===== src/rtl/fifo_arb_pkg.sv =====
// Shared types and defaults for the FIFO write arbiter (fifo_wr_arb) and its rr_pick encoder.
package fifo_arb_pkg;

  localparam int DEF_WIDTH    = 8;
  localparam int DEF_DEPTH    = 16;
  localparam int DEF_ADDR_BUS = 4;
  localparam int DEF_NREQ     = 4;
  localparam int DEF_BURST    = 4;

  typedef enum logic [0:0] {
    IDLE = 1'b0,
    LOCK = 1'b1
  } arb_state_e;

  // Width of an index into n items; never narrower than one bit.
  function automatic int idx_width(input int n);
    return (n > 1) ? $clog2(n) : 1;
  endfunction

endpackage


===== src/rtl/fifo_wr_arb_rr_pick.sv =====
// Rotate-priority encoder: first valid requester at or above i_rrPtr, wrapping around.
module rr_pick
  import fifo_arb_pkg::*;
#(
  parameter int NREQ = DEF_NREQ,
  localparam int IW  = idx_width(NREQ)
) (
  input  logic [NREQ-1:0] i_reqValid,
  input  logic [IW-1:0]   i_rrPtr,
  output logic [IW-1:0]   o_pick,
  output logic            o_anyValid
);

  // Scanning from the farthest offset down lets the nearest valid requester win last.
  always_comb begin
    logic [IW-1:0] w_idx;
    w_idx      = '0;
    o_pick     = '0;
    o_anyValid = 1'b0;
    for (int k = NREQ - 1; k >= 0; k--) begin
      w_idx = IW'((int'(i_rrPtr) + k) % NREQ);
      if (i_reqValid[w_idx]) begin
        o_pick     = w_idx;
        o_anyValid = 1'b1;
      end
    end
  end

endmodule


===== src/rtl/fifo_wr_arb.sv =====
// Round-robin, burst-locked write arbiter in front of a sync FIFO write port.
// Define FIFO_ARB_LEVEL_EN to build the FIFO occupancy mirror on 'level'.
module fifo_wr_arb
  import fifo_arb_pkg::*;
#(
  parameter int WIDTH    = DEF_WIDTH,
  parameter int DEPTH    = DEF_DEPTH,
  parameter int ADDR_BUS = DEF_ADDR_BUS,
  parameter int NREQ     = DEF_NREQ,
  parameter int BURST    = DEF_BURST
) (
  input  logic                      clk,
  input  logic                      rst,
  input  logic [NREQ-1:0]           req_valid,
  input  logic [NREQ*WIDTH-1:0]     req_data,
  output logic [NREQ-1:0]           req_ready,
  input  logic                      fifo_full,
  input  logic                      fifo_empty,
  input  logic                      fifo_re,
  output logic                      fifo_we,
  output logic [WIDTH-1:0]          fifo_din,
  output logic [$clog2(NREQ)-1:0]   grant_id,
  output logic [ADDR_BUS:0]         level
);

  localparam int IW = idx_width(NREQ);
  localparam int CW = $clog2(BURST + 1);

  arb_state_e    r_state;
  logic [IW-1:0] r_rrPtr;
  logic [IW-1:0] r_owner;
  logic [IW-1:0] r_grantId;
  logic [CW-1:0] r_burstCnt;

  logic [IW-1:0] w_pick;
  logic          w_anyValid;
  logic [IW-1:0] w_cur;
  logic [IW-1:0] w_relPtr;
  logic          w_xfer;

  rr_pick #(.NREQ(NREQ)) u_rrPick (
    .i_reqValid (req_valid),
    .i_rrPtr    (r_rrPtr),
    .o_pick     (w_pick),
    .o_anyValid (w_anyValid)
  );

  assign w_cur    = (r_state == LOCK) ? r_owner : w_pick;
  assign w_relPtr = (w_cur == IW'(NREQ - 1)) ? '0 : w_cur + 1'b1;

  // Reset gates ready directly so nothing leaks through while rst is high.
  always_comb begin
    req_ready = '0;
    if (!rst && !fifo_full && ((r_state == LOCK) || w_anyValid))
      req_ready[w_cur] = 1'b1;
  end

  assign w_xfer   = |(req_valid & req_ready);
  assign fifo_we  = w_xfer;
  assign fifo_din = w_xfer ? req_data[w_cur*WIDTH +: WIDTH] : '0;
  assign grant_id = r_grantId;

  always_ff @(posedge clk or posedge rst) begin
    if (rst) begin
      r_state    <= IDLE;
      r_rrPtr    <= '0;
      r_owner    <= '0;
      r_grantId  <= '0;
      r_burstCnt <= '0;
    end else begin
      case (r_state)
        IDLE: begin
          if (w_anyValid) begin
            r_owner   <= w_pick;
            r_grantId <= w_pick;
            // A single-beat burst is already complete after the granting cycle.
            if (w_xfer && (BURST == 1)) begin
              r_rrPtr    <= w_relPtr;
              r_burstCnt <= '0;
            end else begin
              r_state    <= LOCK;
              r_burstCnt <= w_xfer ? CW'(1) : '0;
            end
          end
        end
        LOCK: begin
          if (!req_valid[r_owner]) begin
            r_state    <= IDLE;
            r_rrPtr    <= w_relPtr;
            r_burstCnt <= '0;
          end else if (w_xfer) begin
            if (r_burstCnt == CW'(BURST - 1)) begin
              r_state    <= IDLE;
              r_rrPtr    <= w_relPtr;
              r_burstCnt <= '0;
            end else begin
              r_burstCnt <= r_burstCnt + 1'b1;
            end
          end
        end
        default: r_state <= IDLE;
      endcase
    end
  end

`ifdef FIFO_ARB_LEVEL_EN
  localparam logic [ADDR_BUS:0] LVL_MAX = (ADDR_BUS + 1)'(DEPTH);

  logic [ADDR_BUS:0] r_level;
  logic              w_rd;

  assign w_rd = fifo_re && !fifo_empty;

  always_ff @(posedge clk or posedge rst) begin
    if (rst)
      r_level <= '0;
    else if (fifo_we && !w_rd && (r_level != LVL_MAX))
      r_level <= r_level + 1'b1;
    else if (!fifo_we && w_rd && (r_level != '0))
      r_level <= r_level - 1'b1;
  end

  assign level = r_level;
`else
  logic w_unused;
  assign w_unused = &{1'b0, fifo_re, fifo_empty, DEPTH[0]};
  assign level    = '0;
`endif

endmodule


===== config.mk =====
export PLATFORM = sky130hd
export DESIGN_NAME = fifo_wr_arb
export DESIGN_NICKNAME = d
export VERILOG_FILES = /design/src/rtl/fifo_arb_pkg.sv /design/src/rtl/fifo_wr_arb_rr_pick.sv /design/src/rtl/fifo_wr_arb.sv
export SDC_FILE = /design/constraint.sdc
export NUM_CORES = 1
export LEC_CHECK = 0
export ABC_AREA = 1
export CORE_MARGIN = 1
export CORE_UTILIZATION = 35
export DETAILED_ROUTE_END_ITERATION = 8
export GPL_ROUTABILITY_DRIVEN = 0
export PLACE_DENSITY = 0.76
export SLEW_MARGIN = 0
export SYNTH_ARGS = -nofsm -noshare
export SYNTH_HDL_FRONTEND = slang
export SYNTH_SLANG_ARGS = --single-unit

===== constraint.sdc =====
create_clock -name clk -period 3.2 [get_ports clk]
set_input_delay 0.8 -clock clk [delete_from_list [all_inputs] [get_ports clk]]
set_output_delay 0.8 -clock clk [all_outputs]
set_load 0.05 [all_outputs]

==> flow_summary.json <==
{
  "crit_path_top_delay_cell": "buf_6",
  "final_antenna_diode_count": 0,
  "fin_area_sq_um": 2210,
  "post_synth_inst_count": 196,
  "ctsHtreeMaxLevel": 1,
  "inserted_clock_buffers": 3,
  "place.detailed.instances": 307,
  "synth_area_sq_um": 1130,
  "routedWlPerCell_um": 12.0,
  "setup_viol": 9,
  "num_rows": 20,
  "part_of_the_yosys_area_used_for_sequential_elements_pct": 17.8,
  "routed-via-count": 1476,
  "pin_count_of_the_biggest_net_entering_global_routing": 17,
  "via_count_of_the_first_global_routing_pass": 1349,
  "timing.reg2reg.worst_path_depth": 23,
  "hold_class": "reg -> reg",
  "worst_setup_path_endpoint": "fifo_din[5]",
  "rsz_0062_raised_after_global_routing": "yes",
  "n_fill_cell": 250,
  "clock_tree.buffer_depth": 2,
  "grtUsageTotal_pct": 21.6,
  "final_critical_path_setup_slack_ps": -94.6,
  "drtPass1Iterations": 4,
  "postSynthAreaPerCell_sq_um": 5.75,
  "worst_setup_path_startpoint": "req_valid[0]",
  "drt_wl_total_um": 3770,
  "finish.net_count": 314,
  "cell_area_placed_sq_um": 2010,
  "synth-seq-cells": 8,
  "post_route_cells_drive_above_1_share_pct": 40.1,
  "clock_tree_from_tritoncts": "built",
  "cp_max_fo": 5,
  "synth_cell_type_count": 26,
  "ant_nets": 0,
  "hold_slack_ps": 507,
  "layout.cells.non_filler": 313,
  "start_util_pct": 36.9,
  "dpl.hpwl_um": 2850,
  "irDropWorstVdd_uv": 448,
  "cts.hold.buffers_added": 0,
  "crit_arrival_ps": 2490,
  "clkLatencyLatePin_ps": 250,
  "grt.overflow.total": 0,
  "numClockSinks": 8,
  "die_y_um": 58.7,
  "die-area_sq_um": 3450,
  "critical_path_cell_by_cell": "buf_8, inv_4, nand2_4, nand3_2, nand2_2, inv_2, nand2_2, nand3_2, nand2_2, nand2_4, nand2_4, ha_4, inv_2, nor2_4, nand2_1, nand2_2, nor2_4, buf_12, a21oi_4, buf_6",
  "clk_pin_slew_ps": 50,
  "path_buf_inv": 6,
  "cap_violations": 0,
  "ratio_of_final_minimum_period_to_clock_period_pct": 103,
  "report.final.slew_viol_count": 0,
  "worst_r2r_endpoint": "r_burstCnt[0]$_DFFE_PP0P_",
  "initialDrtViolationCount": 47,
  "end_kind": "output pin",
  "buffer_ports.inserted": 53,
  "cp_num_cells": 20,
  "violations_in_the_final_reports": "negative setup slack",
  "power.density_nw_per_um2": 906,
  "timing.critical_path.from_type": "input pin",
  "dp_slack_ps": -648,
  "clock_root_buffer": "clkbuf_4",
  "clock.fmax_ghz": 0.304,
  "run_status": "finished, violations left",
  "rrSetupSlack_ps": 730,
  "synthToLayoutAreaGrowth_pct": 96.3,
  "timing.critical_path.mode_cell": "nand2_2",
  "crit_path_max_incr_delay_ps": 170,
  "finalCriticalPeriod_ps": 3290,
  "r2r_start": "r_rrPtr[0]$_DFFE_PP0P_",
  "fin_skew_ps": 5.30,
  "power.leakage_nw": 1.02,
  "syn_warnings": 0,
  "die_w_um": 58.7,
  "wire_length_of_the_first_global_routing_pass_um": 5870,
  "critical_path.top_delay_family": "simple AND/OR/NAND/NOR gates",
  "timing_hold_violations_final": 0,
  "design.portCount": 61,
  "hold_path_depth": 2,
  "finalSetupTns_ps": -773,
  "timing.setup.critical_path_class": "in -> out",
  "drc": 0,
  "worst_ep_required_time_ps": 2400,
  "placeable_core_region_sq_um": 3050,
  "min-delay-start": "r_burstCnt[1]$_DFFE_PP0P_",
  "drt-vias-per-instance": 4.72,
  "grt_antenna_before_repair": 0
}
==> timing repair <==
action | in CTS | in global routing
setup endpoints to repair | 13 | 10
resized for setup | 37 | 30
buffers inserted | 0 | 3
pin swaps | 12 | 16
==> cells in the final DEF, fill, tap and decap left out, types with 6 or more instances in the layout <==
cell type,Yosys,layout
o21ai_0,13,12
nand2_2,14,19
buf_6,3,10
buf_4,6,21
nand3_2,3,9
clkdlybuf4s50_1,0,36
inv_1,16,12
nand2_1,40,26
nand2_4,0,9
dfrtp_1,8,7
o21ai_1,8,9
a21oi_4,0,8
nand3_1,12,6
nor2_1,39,37
buf_12,0,7
==> tightest hold or removal path, stage by stage, from the launching register on <==
cell and delay (ps):
dfrtp_1 350, nand2_1 50, o21ai_1 60
==> routing by layer <==
layer  wire length [um]  GRT usage (%)  share of wire [%]
met5                  0              0                  0
met4                 80           6.80                2.1
met3                 94          0.879                2.5
met2               1930           37.7                 51
met1               1660           28.8                 44
==> worst min-delay path by stage <==
stage                                           end  slack [ps]
after global placement    r_burstCnt[1]$_DFFE_PP0P_         480
final                     r_burstCnt[1]$_DFFE_PP0P_         510
after global routing      r_burstCnt[2]$_DFFE_PP0P_         530
after floorplan           r_burstCnt[1]$_DFFE_PP0P_         460
after CTS                 r_burstCnt[2]$_DFFE_PP0P_         510
after detailed placement  r_burstCnt[1]$_DFFE_PP0P_         500
==> through the flow <==
step / total power, mW / utilization (%)
2_1_floorplan: 1.31 / -
3_3_place_gp: 1.72 / 65.9
3_5_place_dp: 1.74 / 65.9
4_1_cts: 1.88 / 68.3
5_1_grt: 2.18 / 72.4
6_report: 2.00 / 72.4
==> state kept, by name, indices dropped and copies added (netlist names) <==
name and count:
grant_id 2, r_burstCnt 3, r_rrPtr 2, r_state 1
==> power by group <==
| part | leakage, nW | switching, mW | total [mW] | internal (mW) |
|---|---|---|---|---|
| combinational | 0.909 | 1.05 | 1.73 | 0.679 |
| sequential | 0.0986 | 0.0556 | 0.197 | 0.142 |
| clock | 0.0138 | 0.0333 | 0.0762 | 0.0428 |
==> cell families (layout without fill, tap and decap cells) <==
group	Yosys count	in the layout	share of synthesized area, %
AOI/OAI and AO/OA	35	35	16.4
adders and majority gates	2	2	2.22
buffers and inverters	33	102	15.3
DFF	8	8	17.8
other	1	5	0.333
and+or+nand+nor	117	117	47.9
==> cell type report <==
| class | instances | area, sq um | area share [%] |
|---|---|---|---|
| timing repair buffer | 78 | 831 | 37.6 |
| multi-input combinational | 159 | 1010 | 45.7 |
| clock buffer | 3 | 22.5 | 1.02 |
| sequential | 8 | 201 | 9.11 |
| inverter | 21 | 91.3 | 4.13 |
| tap | 44 | 55.1 | 2.49 |
==> cell usage after synthesis (all sizes together) <==
master   n  share of area (%)
a21oi   10                4.4
a31oi    2                1.1
and2     1               0.56
buf     11                7.9
clkbuf   1               0.44
conb     1               0.33
dfrtp    8                 18
ha       2                2.2
inv     21                7.0
nand2   54                 21
nand3   15                8.0
nand3b   1               0.67
nand4    3                1.7
nor2    41                 15
nor3     2                1.3
o21ai   23                 11
No activity file was read; power rests on OpenSTA's default activity.
